### src/rtl/debug_dump_tx.sv
// ---------------------------------------------------------------------------
// debug_dump_tx
//
// When start is accepted, this block streams a snapshot of the pipeline over
// a UART 8N1 line. The frame is the header byte 0xA5, then the PC, then
// registers 0..31, then data-memory words 0..MEM_WORDS-1. Every 32-bit word
// is sent MSB byte first. The pipeline keeps running. Register and memory
// values are sampled at the moment each word is fetched.
//
// Ports
//   clk           sole clock, rising edge
//   rst_n         asynchronous active-low reset
//   start         dump request, honoured only while idle
//   pc_value      PC, latched when start is accepted
//   reg_sel       register index for the register-file debug mux
//   reg_data      combinational register contents for reg_sel
//   debugMode     hands the data memory to the debug port during a dump
//   DebugAddress  data-memory word address
//   debugClk      data-memory debug read clock (one-cycle pulse per word)
//   mem_data      data-memory read word, valid after debugClk rises
//   tx            UART line, idle high
//   busy          high from accepted start until the done cycle
//   done          one-cycle pulse after the final stop bit
// ---------------------------------------------------------------------------
module debug_dump_tx #(
    parameter int unsigned CLKS_PER_BIT = 868,
    parameter int unsigned MEM_WORDS    = 32
) (
    input  logic        clk,
    input  logic        rst_n,
    input  logic        start,
    input  logic [31:0] pc_value,
    output logic [4:0]  reg_sel,
    input  logic [31:0] reg_data,
    output logic        debugMode,
    output logic [31:0] DebugAddress,
    output logic        debugClk,
    input  logic [31:0] mem_data,
    output logic        tx,
    output logic        busy,
    output logic        done
);

    localparam int unsigned BAUD_W = (CLKS_PER_BIT > 1) ? $clog2(CLKS_PER_BIT) : 1;
    localparam int unsigned IDX_W  = (MEM_WORDS > 1) ? $clog2(MEM_WORDS) : 1;
    localparam logic [BAUD_W-1:0] BAUD_LAST = BAUD_W'(CLKS_PER_BIT - 1);
    localparam logic [IDX_W-1:0]  MEM_LAST  = IDX_W'(MEM_WORDS - 1);
    localparam logic [7:0]        HEADER    = 8'hA5;

    typedef enum logic [2:0] {
        IDLE,
        PC,
        REG_FETCH,
        MEM_ADDR,
        MEM_CLK,
        MEM_CAP,
        SEND,
        FINISH
    } state_t;

    // Which part of the frame the word in word_q belongs to.
    typedef enum logic [1:0] {
        SEC_HDR,
        SEC_PC,
        SEC_REG,
        SEC_MEM
    } sec_t;

    typedef enum logic [1:0] {
        U_IDLE,
        U_START,
        U_DATA,
        U_STOP
    } ustate_t;

    // Top FSM registers
    state_t             state_q, state_d;
    sec_t               sec_q, sec_d;
    logic [31:0]        pc_q, pc_d;
    logic [31:0]        word_q, word_d;
    logic [1:0]         byte_idx_q, byte_idx_d;
    logic [4:0]         reg_idx_q, reg_idx_d;
    logic [IDX_W-1:0]   mem_idx_q, mem_idx_d;
    logic [31:0]        addr_q, addr_d;
    logic               dclk_q, dclk_d;

    // UART sub-FSM registers
    ustate_t            ustate_q, ustate_d;
    logic [BAUD_W-1:0]  baud_q, baud_d;
    logic [2:0]         bit_q, bit_d;
    logic [7:0]         ubyte_q, ubyte_d;
    logic               tx_q, tx_d;

    // Handshake between the two FSMs
    logic               uart_load;
    logic [7:0]         uart_byte;
    logic               uart_done;
    logic               bit_end;

    assign bit_end   = (baud_q == BAUD_LAST);
    assign uart_done = (ustate_q == U_STOP) && bit_end;

    // ------------------------------------------------------------------
    // Top FSM
    // ------------------------------------------------------------------
    always_ff @(posedge clk or negedge rst_n) begin
        if (!rst_n) begin
            state_q    <= IDLE;
            sec_q      <= SEC_HDR;
            pc_q       <= '0;
            word_q     <= '0;
            byte_idx_q <= '0;
            reg_idx_q  <= '0;
            mem_idx_q  <= '0;
            addr_q     <= '0;
            dclk_q     <= 1'b0;
        end else begin
            state_q    <= state_d;
            sec_q      <= sec_d;
            pc_q       <= pc_d;
            word_q     <= word_d;
            byte_idx_q <= byte_idx_d;
            reg_idx_q  <= reg_idx_d;
            mem_idx_q  <= mem_idx_d;
            addr_q     <= addr_d;
            dclk_q     <= dclk_d;
        end
    end

    // The fetch states hand the MSB byte straight to the UART in the same
    // cycle they capture the word. This keeps the idle gap per word at one
    // cycle for registers and three for memory words.
    always_comb begin
        state_d    = state_q;
        sec_d      = sec_q;
        pc_d       = pc_q;
        word_d     = word_q;
        byte_idx_d = byte_idx_q;
        reg_idx_d  = reg_idx_q;
        mem_idx_d  = mem_idx_q;
        addr_d     = addr_q;
        uart_load  = 1'b0;
        uart_byte  = 8'h00;

        case (state_q)
            IDLE: begin
                if (start) begin
                    state_d    = SEND;
                    sec_d      = SEC_HDR;
                    pc_d       = pc_value;
                    byte_idx_d = '0;
                    reg_idx_d  = '0;
                    mem_idx_d  = '0;
                    uart_load  = 1'b1;
                    uart_byte  = HEADER;
                end
            end
            PC: begin
                word_d     = pc_q;
                byte_idx_d = '0;
                uart_load  = 1'b1;
                uart_byte  = pc_q[31:24];
                state_d    = SEND;
            end
            REG_FETCH: begin
                word_d     = reg_data;
                byte_idx_d = '0;
                uart_load  = 1'b1;
                uart_byte  = reg_data[31:24];
                state_d    = SEND;
            end
            MEM_ADDR: begin
                addr_d  = 32'(mem_idx_q);
                state_d = MEM_CLK;
            end
            MEM_CLK: begin
                state_d = MEM_CAP;
            end
            MEM_CAP: begin
                word_d     = mem_data;
                byte_idx_d = '0;
                uart_load  = 1'b1;
                uart_byte  = mem_data[31:24];
                state_d    = SEND;
            end
            SEND: begin
                if (uart_done) begin
                    if (sec_q == SEC_HDR) begin
                        sec_d   = SEC_PC;
                        state_d = PC;
                    end else if (byte_idx_q != 2'd3) begin
                        // Chain the next byte of this word with no idle gap.
                        byte_idx_d = 2'(byte_idx_q + 2'd1);
                        uart_load  = 1'b1;
                        case (byte_idx_d)
                            2'd1:    uart_byte = word_q[23:16];
                            2'd2:    uart_byte = word_q[15:8];
                            default: uart_byte = word_q[7:0];
                        endcase
                    end else begin
                        case (sec_q)
                            SEC_PC: begin
                                sec_d     = SEC_REG;
                                reg_idx_d = '0;
                                state_d   = REG_FETCH;
                            end
                            SEC_REG: begin
                                if (reg_idx_q == 5'd31) begin
                                    sec_d     = SEC_MEM;
                                    mem_idx_d = '0;
                                    state_d   = MEM_ADDR;
                                end else begin
                                    reg_idx_d = 5'(reg_idx_q + 5'd1);
                                    state_d   = REG_FETCH;
                                end
                            end
                            SEC_MEM: begin
                                if (mem_idx_q == MEM_LAST) begin
                                    state_d = FINISH;
                                end else begin
                                    mem_idx_d = IDX_W'(mem_idx_q + 1'b1);
                                    state_d   = MEM_ADDR;
                                end
                            end
                            default: state_d = FINISH;
                        endcase
                    end
                end
            end
            FINISH: begin
                byte_idx_d = '0;
                reg_idx_d  = '0;
                mem_idx_d  = '0;
                state_d    = IDLE;
            end
            default: state_d = IDLE;
        endcase
    end

    // debugClk is registered so the memory sees a clean, glitch-free pulse
    // that is high exactly while the FSM sits in MEM_CLK.
    assign dclk_d = (state_d == MEM_CLK);

    // ------------------------------------------------------------------
    // UART 8N1 sub-FSM
    // ------------------------------------------------------------------
    always_ff @(posedge clk or negedge rst_n) begin
        if (!rst_n) begin
            ustate_q <= U_IDLE;
            baud_q   <= '0;
            bit_q    <= '0;
            ubyte_q  <= '0;
            tx_q     <= 1'b1;
        end else begin
            ustate_q <= ustate_d;
            baud_q   <= baud_d;
            bit_q    <= bit_d;
            ubyte_q  <= ubyte_d;
            tx_q     <= tx_d;
        end
    end

    always_comb begin
        ustate_d = ustate_q;
        baud_d   = baud_q;
        bit_d    = bit_q;
        ubyte_d  = ubyte_q;

        case (ustate_q)
            U_IDLE: begin
                if (uart_load) begin
                    ustate_d = U_START;
                    baud_d   = '0;
                    bit_d    = '0;
                    ubyte_d  = uart_byte;
                end
            end
            U_START: begin
                if (bit_end) begin
                    baud_d   = '0;
                    bit_d    = '0;
                    ustate_d = U_DATA;
                end else begin
                    baud_d = BAUD_W'(baud_q + 1'b1);
                end
            end
            U_DATA: begin
                if (bit_end) begin
                    baud_d = '0;
                    if (bit_q == 3'd7) begin
                        bit_d    = '0;
                        ustate_d = U_STOP;
                    end else begin
                        bit_d = 3'(bit_q + 3'd1);
                    end
                end else begin
                    baud_d = BAUD_W'(baud_q + 1'b1);
                end
            end
            U_STOP: begin
                if (bit_end) begin
                    baud_d = '0;
                    if (uart_load) begin
                        ustate_d = U_START;
                        ubyte_d  = uart_byte;
                    end else begin
                        ustate_d = U_IDLE;
                    end
                end else begin
                    baud_d = BAUD_W'(baud_q + 1'b1);
                end
            end
            default: ustate_d = U_IDLE;
        endcase
    end

    // tx is registered from the next UART state so the line never glitches.
    always_comb begin
        case (ustate_d)
            U_START: tx_d = 1'b0;
            U_DATA:  tx_d = ubyte_d[bit_d];
            default: tx_d = 1'b1;
        endcase
    end

    // ------------------------------------------------------------------
    // Outputs
    // ------------------------------------------------------------------
    assign busy         = (state_q != IDLE) && (state_q != FINISH);
    assign debugMode    = busy;
    assign done         = (state_q == FINISH);
    assign reg_sel      = reg_idx_q;
    assign DebugAddress = addr_q;
    assign debugClk     = dclk_q;
    assign tx           = tx_q;

endmodule

### config.mk
export PLATFORM = sky130hd
export DESIGN_NAME = debug_dump_tx
export DESIGN_NICKNAME = d
export VERILOG_FILES = /design/src/rtl/debug_dump_tx.sv
export SDC_FILE = /design/constraint.sdc
export NUM_CORES = 1
export LEC_CHECK = 0
export ABC_AREA = 1
export CORE_MARGIN = 2
export CORE_UTILIZATION = 54
export CTS_CLUSTER_DIAMETER = 80
export CTS_CLUSTER_SIZE = 14
export DETAILED_ROUTE_END_ITERATION = 16
export PLACE_DENSITY = 0.86
export SYNTH_ARGS = -nofsm -noshare
export SYNTH_HDL_FRONTEND = slang
export SYNTH_SLANG_ARGS = --single-unit
### constraint.sdc
create_clock -name clk -period 3 [get_ports clk]
set_input_delay 0.3 -clock clk [delete_from_list [all_inputs] [get_ports clk]]
set_output_delay 0.3 -clock clk [all_outputs]
set_load 0.02 [all_outputs]
==> reports/qor.yml, run 1 <==
run_status:
  status: "finished, final reports clean"
logic_synthesis:
  synth.area.mux_share: 0
  synth_edf_count: 0
  synth-main-ff-cell: "dfrtp_1"
  synthAdderAreaFrac: 0.0408
  synth_area_um2: 5830
  ys_seq_area_frac: 0.442
  yosysUniqueCellTypes: 43
  synthSimpleGateAreaFrac: 0.285
  syn_avg_cell_area_um2: 7.90
  synth_top_family_by_area: "simple AND/OR/NAND/NOR gates"
  ys_async_sr_fraction: 1.00
  synth.area.top_cells: "dfrtp_1 44%, nand2_1 15%, o21ai_0 4.1%, ha_1 4.1%, nand3_1 3.9%"
  yosysWarnings: 0
  syn_inst: 738
  synth-compound-area-share: 0.133
  ys_ff_latch: 103
  yosysTopAreaCell: "dfrtp_1"
  synth-xor-area-share: 0.00751
  yosys.area.top_type_share: 0.438
  yosysMostFrequentCell: "nand2_1"
  ys_top_cells_by_count: "230 x nand2_1, 102 x dfrtp_1, 54 x nor2_1"
worst_hold_path:
  min_path_type: "primary input to register"
  hold-path-endpoint: "pc_q[5]$_DFFE_PN0P_"
  hold_depth: 3
  worstHoldStart: "pc_value[5]"
final_layout:
  multi_input_area_um2: 2820
  drive_gt1_frac: 0.0744
  fin_cells: 983
  num-nets-final: 960
  seq_area_um2: 2580
  n_fill_cell: 848
  syn2layout_area_growth_pct: 23.2
  n_antenna_cell: 0
drt:
  vias_per_cell: 5.48
  drtIter0Drc: 346
  drc: 0
  first_pass_iters: 5
  postRouteAntennaNets: 0
  wl_per_cell_um: 14.9
  wirelength_mm: 14.7
  via_count: 5387
floorplanning:
  start_util: 0.560
  die_x_um: 108
  core_area_um2: 10400
  rows: 37
  io_pins: 141
  fp.dieH_um: 108
  design.die.area_um2: 11600
clock_network:
  h-tree-depth: 3
  clkSinkCount: 103
  path_clk_slew_ps: 100
  cts_tree: "yes"
  clk_path_buf_depth: 2
  root_buffer: "clkbuf_8"
  clock_latency_ps: 370
  cts_inserted_buffers: 9
pwr:
  total_power_mw: 5.37
  power_density_nw_per_um2: 748
  p_leak_nw: 3.44
  ir_worst_vdd_v: 0.000344
flow_run:
  cap_violations: 0
global_route:
  grt_use_total: 0.264
  gr-total-overflow: 0
  grt_start_max_net_pins: 61
  antenna_found_initial: 0
  grt_pass1_wl_mm: 24.4
  grt_pass1_vias: 5311
setup_path:
  crit_path_end_kind: "register"
  required_ps: 3300
  r2r_setup_slack_ps: 520
  start_kind: "register"
  ff2ff_path_depth: 15
  r2r_end: "tx$_DFF_PN1_"
  path_max_fanout: 26
  reg2reg_from: "state_q[0]$_DFF_PN0_"
  critPathKind: "register to register"
  cp.arrival_ps: 2780
place:
  numPortBuffers: 113
  place.gp.congestion: 0.846
  place_ws_ps: 567
  hpwl_mm: 11.1
  dp.cells: 966
sta:
  setup_ws_ps: 525
  finalSetupTns_ps: 0
  fin_hold_ws_ps: 444
  min_period_ps: 2480
  drv_slew: 0
  rsz0062_at_grt: "false"
  hold_viol_final: 0
  setup_viol: 0
  tightest_slew_ps: 588
  timing.slew.headroom: 0.607
  max_freq_mhz: 404
  finalCritPeriodShare: 0.825
  fin_worst_skew_ps: 10.5
-- cell families (layout without fill, tap and decap cells) --
| group | count (synthesis) | after routing |
|---|---|---|
| DFF | 103 | 103 |
| AOI/OAI and AO/OA | 127 | 127 |
| other | 1 | 27 |
| adders and majority gates | 19 | 19 |
| buffers and inverters | 109 | 192 |
| xor gates and xnor gates | 5 | 5 |
| and+or+nand+nor | 374 | 374 |
-- critical path, cell delays in order (launching register included) --
cell and delay (ps):
dfrtp_1 440, inv_1 120, nor2_4 360, nand2_2 370
nand3_2 200, nor2_4 60, nand3_4 170, nand2_4 100
nand2_2 70, nand2_2 80, nand2_1 80, nand2_1 50
nand2_1 60, nand3_1 80, nand3_1 100, nand2_1 50
-- cells in the final DEF, fill, tap and decap left out, types with 11 or more instances in the layout --
cell / n
nand2_1: 230
clkdlybuf4s50_1: 112
dfrtp_1: 102
nor2_1: 54
o21ai_0: 48
inv_1: 46
nand3_1: 46
a21oi_1: 39
conb_1: 27
a32oi_1: 25
ha_1: 19
nand2_2: 11
-- how the worst max path moves through the flow --
stage | start | endpoint | slack, ps | cells past startpoint
6_report | state_q[0]$_DFF_PN0_ | tx$_DFF_PN1_ | 520 | 15
5_1_grt | state_q[0]$_DFF_PN0_ | tx$_DFF_PN1_ | 290 | 16
4_1_cts | state_q[0]$_DFF_PN0_ | tx$_DFF_PN1_ | 540 | 15
3_5_place_dp | state_q[0]$_DFF_PN0_ | tx$_DFF_PN1_ | 570 | 15
3_3_place_gp | state_q[0]$_DFF_PN0_ | tx$_DFF_PN1_ | 710 | 15
2_1_floorplan | state_q[1]$_DFF_PN0_ | reg_sel[3]$_DFFE_PN0P_ | 960 | 11
-- layer usage --
layer,track usage,wire (um),share of wire,up-vias
li1,-,-,-,2582
met1,0.346,6170,0.42,2571
met2,0.450,7320,0.50,209
met3,0.0460,933,0.064,25
met4,0.0742,254,0.017,0
met5,0,0,0,-
-- final cells by class --
type                    count  share of cell area
multi-input cells         552               0.392
flip-flops and latches    103               0.359
repair buffers            122               0.169
inverters                  54              0.0286
well taps                 136              0.0237
clock buffers              12              0.0202
clock inverters             4             0.00732
-- metrics by stage --
step	utilization	cell area [um^2]
final	0.689	7180
after floorplan	-	5930
after CTS	0.689	7180
after global routing	0.689	7180
after global placement	0.669	6970
after detailed placement	0.669	6970
-- where the power goes --
group	switching, mW	total [mW]	internal, mW
combinational	1.49	2.33	0.847
sequential	0.284	2.13	1.84
clock	0.498	0.912	0.414
total	2.27	5.37	3.10
-- repair_timing --
item / 4_1_cts / 5_1_grt
gates resized for setup: 0 / 0
setup buffers: 0 / 0
hold endpoints to repair: 42 / 0
hold buffers: 1 / 0
-- flip-flops by register name (all words and copies together) (netlist names), 2 cells and up --
signal / flops
sec_q: 2
byte_idx_q: 2
DebugAddress: 5
bit_q: 3
baud_q: 10
ubyte_q: 8
pc_q: 32
word_q: 24
reg_sel: 5
mem_idx_q: 5
state_q: 3
ustate_q: 2
Note: power is estimated with default switching activity, not from simulation.
==> inputs of run 2 (changes only) <==
--- a/config.mk
+++ b/config.mk
@@ -7,11 +7,11 @@
 export LEC_CHECK = 0
 export ABC_AREA = 1
 export CORE_MARGIN = 2
-export CORE_UTILIZATION = 54
+export CORE_UTILIZATION = 45
 export CTS_CLUSTER_DIAMETER = 80
 export CTS_CLUSTER_SIZE = 14
 export DETAILED_ROUTE_END_ITERATION = 16
-export PLACE_DENSITY = 0.86
+export PLACE_DENSITY = 0.77
 export SYNTH_ARGS = -nofsm -noshare
 export SYNTH_HDL_FRONTEND = slang
 export SYNTH_SLANG_ARGS = --single-unit
==> constraint.sdc (replaced) <==
create_clock -name clk -period 2.01 [get_ports clk]
set_input_delay 0.201 -clock clk [delete_from_list [all_inputs] [get_ports clk]]
set_output_delay 0.201 -clock clk [all_outputs]
set_load 0.02 [all_outputs]
==> reports/qor.yml, run 2 (synthesis results as in run 1) <==
run_status:
  status: "finished, violations left"
  violations: "setup timing"
pwr:
  p_leak_nw: 3.78  # +9.9%
  total_power_mw: 9.09  # +69%
  ir_worst_vdd_v: 0.000576  # +67%
  power_density_nw_per_um2: 1150  # +54%
final_layout:
  utilization: 0.626  # -0.0636
  n_fill_cell: 1093  # +29%
  drive_gt1_frac: 0.161  # +0.0869
  num-nets-final: 1012  # +5.4%
  seq_area_um2: 2580  # about the same
  largest_reg_flops: 32  # unchanged
  final_common_cell: "nand2_1"
  reg_top3: "pc_q: 32 flops, word_q: 24 flops, baud_q: 10 flops"
  regMostFlops: "pc_q"
  syn2layout_area_growth_pct: 35.4
  mostFrequentLayoutCells: "227 x nand2_1, 109 x clkdlybuf4s50_1, 100 x dfrtp_1"
  multi_input_area_um2: 2940  # +4.4%
  n_antenna_cell: 0  # unchanged
sta:
  fin_hold_ws_ps: 360  # -84.8 ps
  finalCritPeriodShare: 1.02  # +0.193
  hold_viol_final: 0  # unchanged
  min_period_ps: 2050  # -430 ps
  fin_worst_skew_ps: 7.96  # -2.54 ps
  drv_slew: 0  # unchanged
  rsz0062_at_grt: "true"
  setup_viol: 2  # +2
  max_freq_mhz: 489  # +21%
  setup_ws_ps: -35.4  # -560 ps
drt:
  drtIter0Drc: 395  # +14%
  wl_per_cell_um: 13.7  # -8.1%
  vias_per_cell: 5.04  # -7.9%
  postRouteAntennaNets: 0  # unchanged
  via_count: 5403  # +0.30%
  drc: 0  # unchanged
  first_pass_iters: 6  # +1
  wirelength_mm: 14.7  # +0.11%
clock_network:
  clk_path_buf_depth: 2  # unchanged
  path_clk_slew_ps: 70  # -30 ps
  root_buffer: "clkbuf_16"
  clock_latency_ps: 360  # about the same
  h-tree-depth: 3  # unchanged
  cts_tree: "yes"
  cts_inserted_buffers: 9  # unchanged
  clkSinkCount: 103  # unchanged
floorplanning:
  fp.dieH_um: 118  # +9.2%
  core_area_um2: 12600  # +21%
  design.die.area_um2: 13900  # +19%
  die_x_um: 118  # +9.2%
  start_util: 0.462  # -0.0977
  rows: 41  # +11%
  io_pins: 141  # unchanged
setup_path:
  required_ps: 2290  # -1010 ps
  crit_chain: "ha_2 -> inv_2 -> nor2_4 -> nand4_4 -> nand2_1 -> o21ai_0 -> clkinv_1 -> nand3_4 -> nor4_4 -> o22ai_1 -> a21oi_1"
  path_max_fanout: 4  # -85%
  slowest_stage: "dfrtp_1"
  start_kind: "register"
  crit_path_end_kind: "register"
  cp.arrival_ps: 2320  # -460 ps
  critPathKind: "register to register"
  crit_path_max_incr_delay_ps: 360  # -80 ps
place:
  place_ws_ps: -60.1  # -627 ps
  place.gp.congestion: 0.915  # +8.2%
  hpwl_mm: 10.8  # -3.3%
  numPortBuffers: 113  # unchanged
worst_hold_path:
  min_path_type: "primary input to asynchronous set/reset pin"
global_route:
  grt_pass1_wl_mm: 23.4  # -3.9%
  grt_pass1_vias: 5121  # -3.6%
  antenna_found_initial: 0  # unchanged
  gr-total-overflow: 0  # unchanged
  grt_start_max_net_pins: 43  # -30%
  grt_use_total: 0.208  # -0.0552
flow_run:
  cap_violations: 0  # unchanged
run 2: area by class of cell:
class	instances	share of cell area
flip-flops and latches	103	0.327
repair inverters	1	0.000951
multi-input cells	552	0.373
inverters	54	0.0265
clock buffers	10	0.0290
repair buffers	173	0.205
well taps	172	0.0273
clock inverters	6	0.0119
run 2: final timing paths:
| kind | cells after the start | slack, ps | endpoint | start |
|---|---|---|---|---|
| hold reg to reg | 2 | 470 | pc_q[12]$_DFFE_PN0P_ | pc_q[12]$_DFFE_PN0P_ |
| setup / recovery | 11 | -40 | mem_idx_q[3]$_DFFE_PN0P_ | baud_q[1]$_DFFE_PN0P_ |
| setup reg to reg | 11 | -40 | mem_idx_q[3]$_DFFE_PN0P_ | baud_q[1]$_DFFE_PN0P_ |
| hold / removal | 2 | 360 | DebugAddress[4]$_DFFE_PN0N_ | rst_n |
| min in group clk | 3 | 370 | pc_q[20]$_DFFE_PN0P_ | pc_value[20] |
| max in group asynchronous | 3 | 1000 | state_q[1]$_DFF_PN0_ | rst_n |
run 2: metal layers:
metal / vias to the layer above / global-route usage / share of wire
li1: 2689 / - / -
met1: 2514 / 0.271 / 0.45
met2: 180 / 0.350 / 0.48
met3: 20 / 0.0465 / 0.055
met4: 0 / 0.0602 / 0.016
met5: - / 0 / 0
run 2: timing repair:
action	in CTS	in global routing
hold endpoints to repair	33	0
setup buffers	0	13
hold buffers	1	0
gates resized for setup	7	36
pin swaps	1	19
endpoints found under the setup margin	6	7
gates cloned	0	1
run 2: worst max-delay path: cells and delay by family (launching register included):
family / cells / cell delay (ps)
and+or+nand+nor: 5 / 870
AOI/OAI and AO/OA: 3 / 380
buffers and inverters: 2 / 160
DFF: 1 / 360
adders and majority gates: 1 / 190
run 2: where the power goes:
| part | internal, mW | switching, mW | total (mW) |
|---|---|---|---|
| combinational | 1.63 | 2.42 | 4.05 |
| sequential | 2.76 | 0.395 | 3.15 |
| clock | 1.10 | 0.780 | 1.88 |
| total | 5.49 | 3.59 | 9.09 |
run 2: per-stage QoR:
step	std cells	cell area, um^2	TNS, ps
floorplan	764	5930	0
global placement	1040	7320	-3.78
detailed placement	1040	7320	-60.1
CTS	1057	7660	0
global route	1071	7900	-484
finish	1071	7900	-37.9
==> inputs of run 3 (changes only) <==
--- a/config.mk
+++ b/config.mk
@@ -6,11 +6,13 @@
 export NUM_CORES = 1
 export LEC_CHECK = 0
 export ABC_AREA = 1
+export CORE_ASPECT_RATIO = 2
 export CORE_MARGIN = 2
 export CORE_UTILIZATION = 45
 export CTS_CLUSTER_DIAMETER = 80
 export CTS_CLUSTER_SIZE = 14
 export DETAILED_ROUTE_END_ITERATION = 16
+export GPL_ROUTABILITY_DRIVEN = 0
 export PLACE_DENSITY = 0.77
 export SYNTH_ARGS = -nofsm -noshare
 export SYNTH_HDL_FRONTEND = slang
==> reports/qor.yml, run 3 (synthesis results as in run 1) <==
final_layout:
  drive_gt1_frac: 0.166  # +0.00500
  mostFrequentLayoutCells: "226 x nand2_1, 109 x clkdlybuf4s50_1, 99 x dfrtp_1"
  multi_input_area_um2: 2980  # +1.3%
  num-nets-final: 1009  # -0.30%
  largest_reg_flops: 32  # unchanged
  n_antenna_cell: 0  # unchanged
  seq_area_um2: 2580  # about the same
  n_fill_cell: 1125  # +2.9%
  reg_top3: "pc_q: 32 flops, word_q: 24 flops, baud_q: 10 flops"
  regMostFlops: "pc_q"
  final_common_cell: "nand2_1"
  syn2layout_area_growth_pct: 35.3
global_route:
  antenna_found_initial: 0  # unchanged
  grt_start_max_net_pins: 38  # -12%
  gr-total-overflow: 0  # unchanged
  grt_pass1_vias: 5441  # +6.2%
  grt_pass1_wl_mm: 25.2  # +7.4%
  grt_use_total: 0.224  # +0.0160
floorplanning:
  fp.dieH_um: 165  # +40%
  design.die.area_um2: 13900  # +0.39%
  core_area_um2: 12600  # about the same
  die_x_um: 84.5  # -28%
  rows: 58  # +41%
  start_util: 0.462  # about the same
  io_pins: 141  # unchanged
sta:
  rsz0062_at_grt: "true"
  fin_worst_skew_ps: 11.9  # +3.91 ps
  setup_viol: 1  # -1
  fin_hold_ws_ps: 342  # -17.7 ps
  finalSetupTns_ps: -30.7  # +7.19 ps
  timing.slew.headroom: 0.593
  tightest_slew_ps: 610
  min_period_ps: 2040  # -4.66 ps
  finalCritPeriodShare: 1.02  # -0.00232
  setup_ws_ps: -30.7  # +4.66 ps
  hold_viol_final: 0  # unchanged
  max_freq_mhz: 490  # +0.23%
  drv_slew: 0  # unchanged
drt:
  first_pass_iters: 4  # -2
  vias_per_cell: 5.30  # +5.0%
  wl_per_cell_um: 15.3  # +11%
  wirelength_mm: 16.0  # +8.8%
  via_count: 5540  # +2.5%
  drc: 0  # unchanged
  drtIter0Drc: 310  # -22%
  postRouteAntennaNets: 0  # unchanged
setup_path:
  crit_chain: "ha_2 -> inv_2 -> nor2_4 -> nand2_2 -> nor2_4 -> nand3_4 -> nand2_4 -> nand3_2 -> nand2_1 -> nand2_1 -> nand2_1 -> nand2_1 -> nand3b_1 -> nand3_1 -> nand2_1"
  crit_path_end_kind: "register"
  reg2reg_from: "baud_q[0]$_DFFE_PN0P_"
  r2r_setup_slack_ps: -30  # about the same
  crit_cells: 15  # +4
  start_kind: "register"
  ff2ff_path_depth: 15  # +4
  cp.buffers_inverters: 1  # -1
  crit_path_max_incr_delay_ps: 370  # about the same
  cp.arrival_ps: 2340  # +20 ps
  crit_top_cell: "nand2_1"
  critPathKind: "register to register"
  path_max_fanout: 9  # +5
  required_ps: 2310  # +20 ps
  cp_top_family: "simple AND/OR/NAND/NOR gates"
  slowest_stage: "dfrtp_1"
  r2r_end: "tx$_DFF_PN1_"
clock_network:
  clock_latency_ps: 350  # about the same
  cts_inserted_buffers: 9  # unchanged
  cts_tree: "yes"
  path_clk_slew_ps: 80  # about the same
  clkSinkCount: 103  # unchanged
  clk_path_buf_depth: 2  # unchanged
  root_buffer: "clkbuf_16"
  h-tree-depth: 3  # unchanged
pwr:
  ir_worst_vdd_v: 0.000666  # +16%
  p_leak_nw: 3.74  # -0.92%
  power_density_nw_per_um2: 1130  # -1.4%
place:
  numPortBuffers: 113  # unchanged
  hpwl_mm: 11.8  # +9.3%
run_status:
  violations: "setup timing"
  status: "finished, violations left"
worst_hold_path:
  min_path_type: "primary input to asynchronous set/reset pin"
flow_run:
  cap_violations: 0  # unchanged
-- run 3: metal layers --
layer  track usage  vias up  part of all wire
met1         0.249     2618              0.36
met3        0.0265       43             0.046
met4        0.0952        0             0.035
met5             0        -                 0
li1              -     2685                 -
met2         0.424      194              0.56
-- run 3: how the worst max path moves through the flow --
stage / to / startpoint / slack [ps]
4_1_cts: tx$_DFF_PN1_ / state_q[1]$_DFF_PN0_ / 1
6_report: tx$_DFF_PN1_ / baud_q[0]$_DFFE_PN0P_ / -30
3_3_place_gp: tx$_DFF_PN1_ / sec_q[0]$_DFFE_PN0P_ / -60
5_1_grt: tx$_DFF_PN1_ / baud_q[0]$_DFFE_PN0P_ / -200
2_1_floorplan: reg_sel[3]$_DFFE_PN0P_ / baud_q[0]$_DFFE_PN0P_ / 50
3_5_place_dp: tx$_DFF_PN1_ / sec_q[1]$_DFFE_PN0P_ / -100
-- run 3: per-stage QoR --
stage	instances	util	area (um^2)	total power [mW]	worst slack [ps]
2_1_floorplan	764	-	5930	5.57	50.7
3_3_place_gp	1015	0.577	7280	6.87	-59.0
3_5_place_dp	1015	0.577	7280	6.95	-98.8
4_1_cts	1034	0.606	7650	8.75	1.25
5_1_grt	1046	0.625	7890	9.56	-204
6_report	1046	0.625	7890	8.95	-30.7
-- run 3: where the power goes --
part / internal [mW] / switching, mW
registers: 2.76 / 0.438
logic: 1.57 / 2.45
clock network: 0.878 / 0.851
total: 5.21 / 3.74
-- run 3: cell type report --
class | instances | share of cell area
inverter | 54 | 0.0263
sequential | 103 | 0.327
multi-input combinational | 552 | 0.378
clock buffer | 9 | 0.0286
tap | 150 | 0.0238
clock inverter | 7 | 0.00920
timing repair buffer | 171 | 0.207
-- run 3: repair_timing --
item	in CTS	in global routing
setup buffers	2	12
endpoints found under the setup margin	7	13
pin swaps	6	15
endpoints found under the hold margin	31	0
hold buffers	1	0
gates resized for setup	16	40
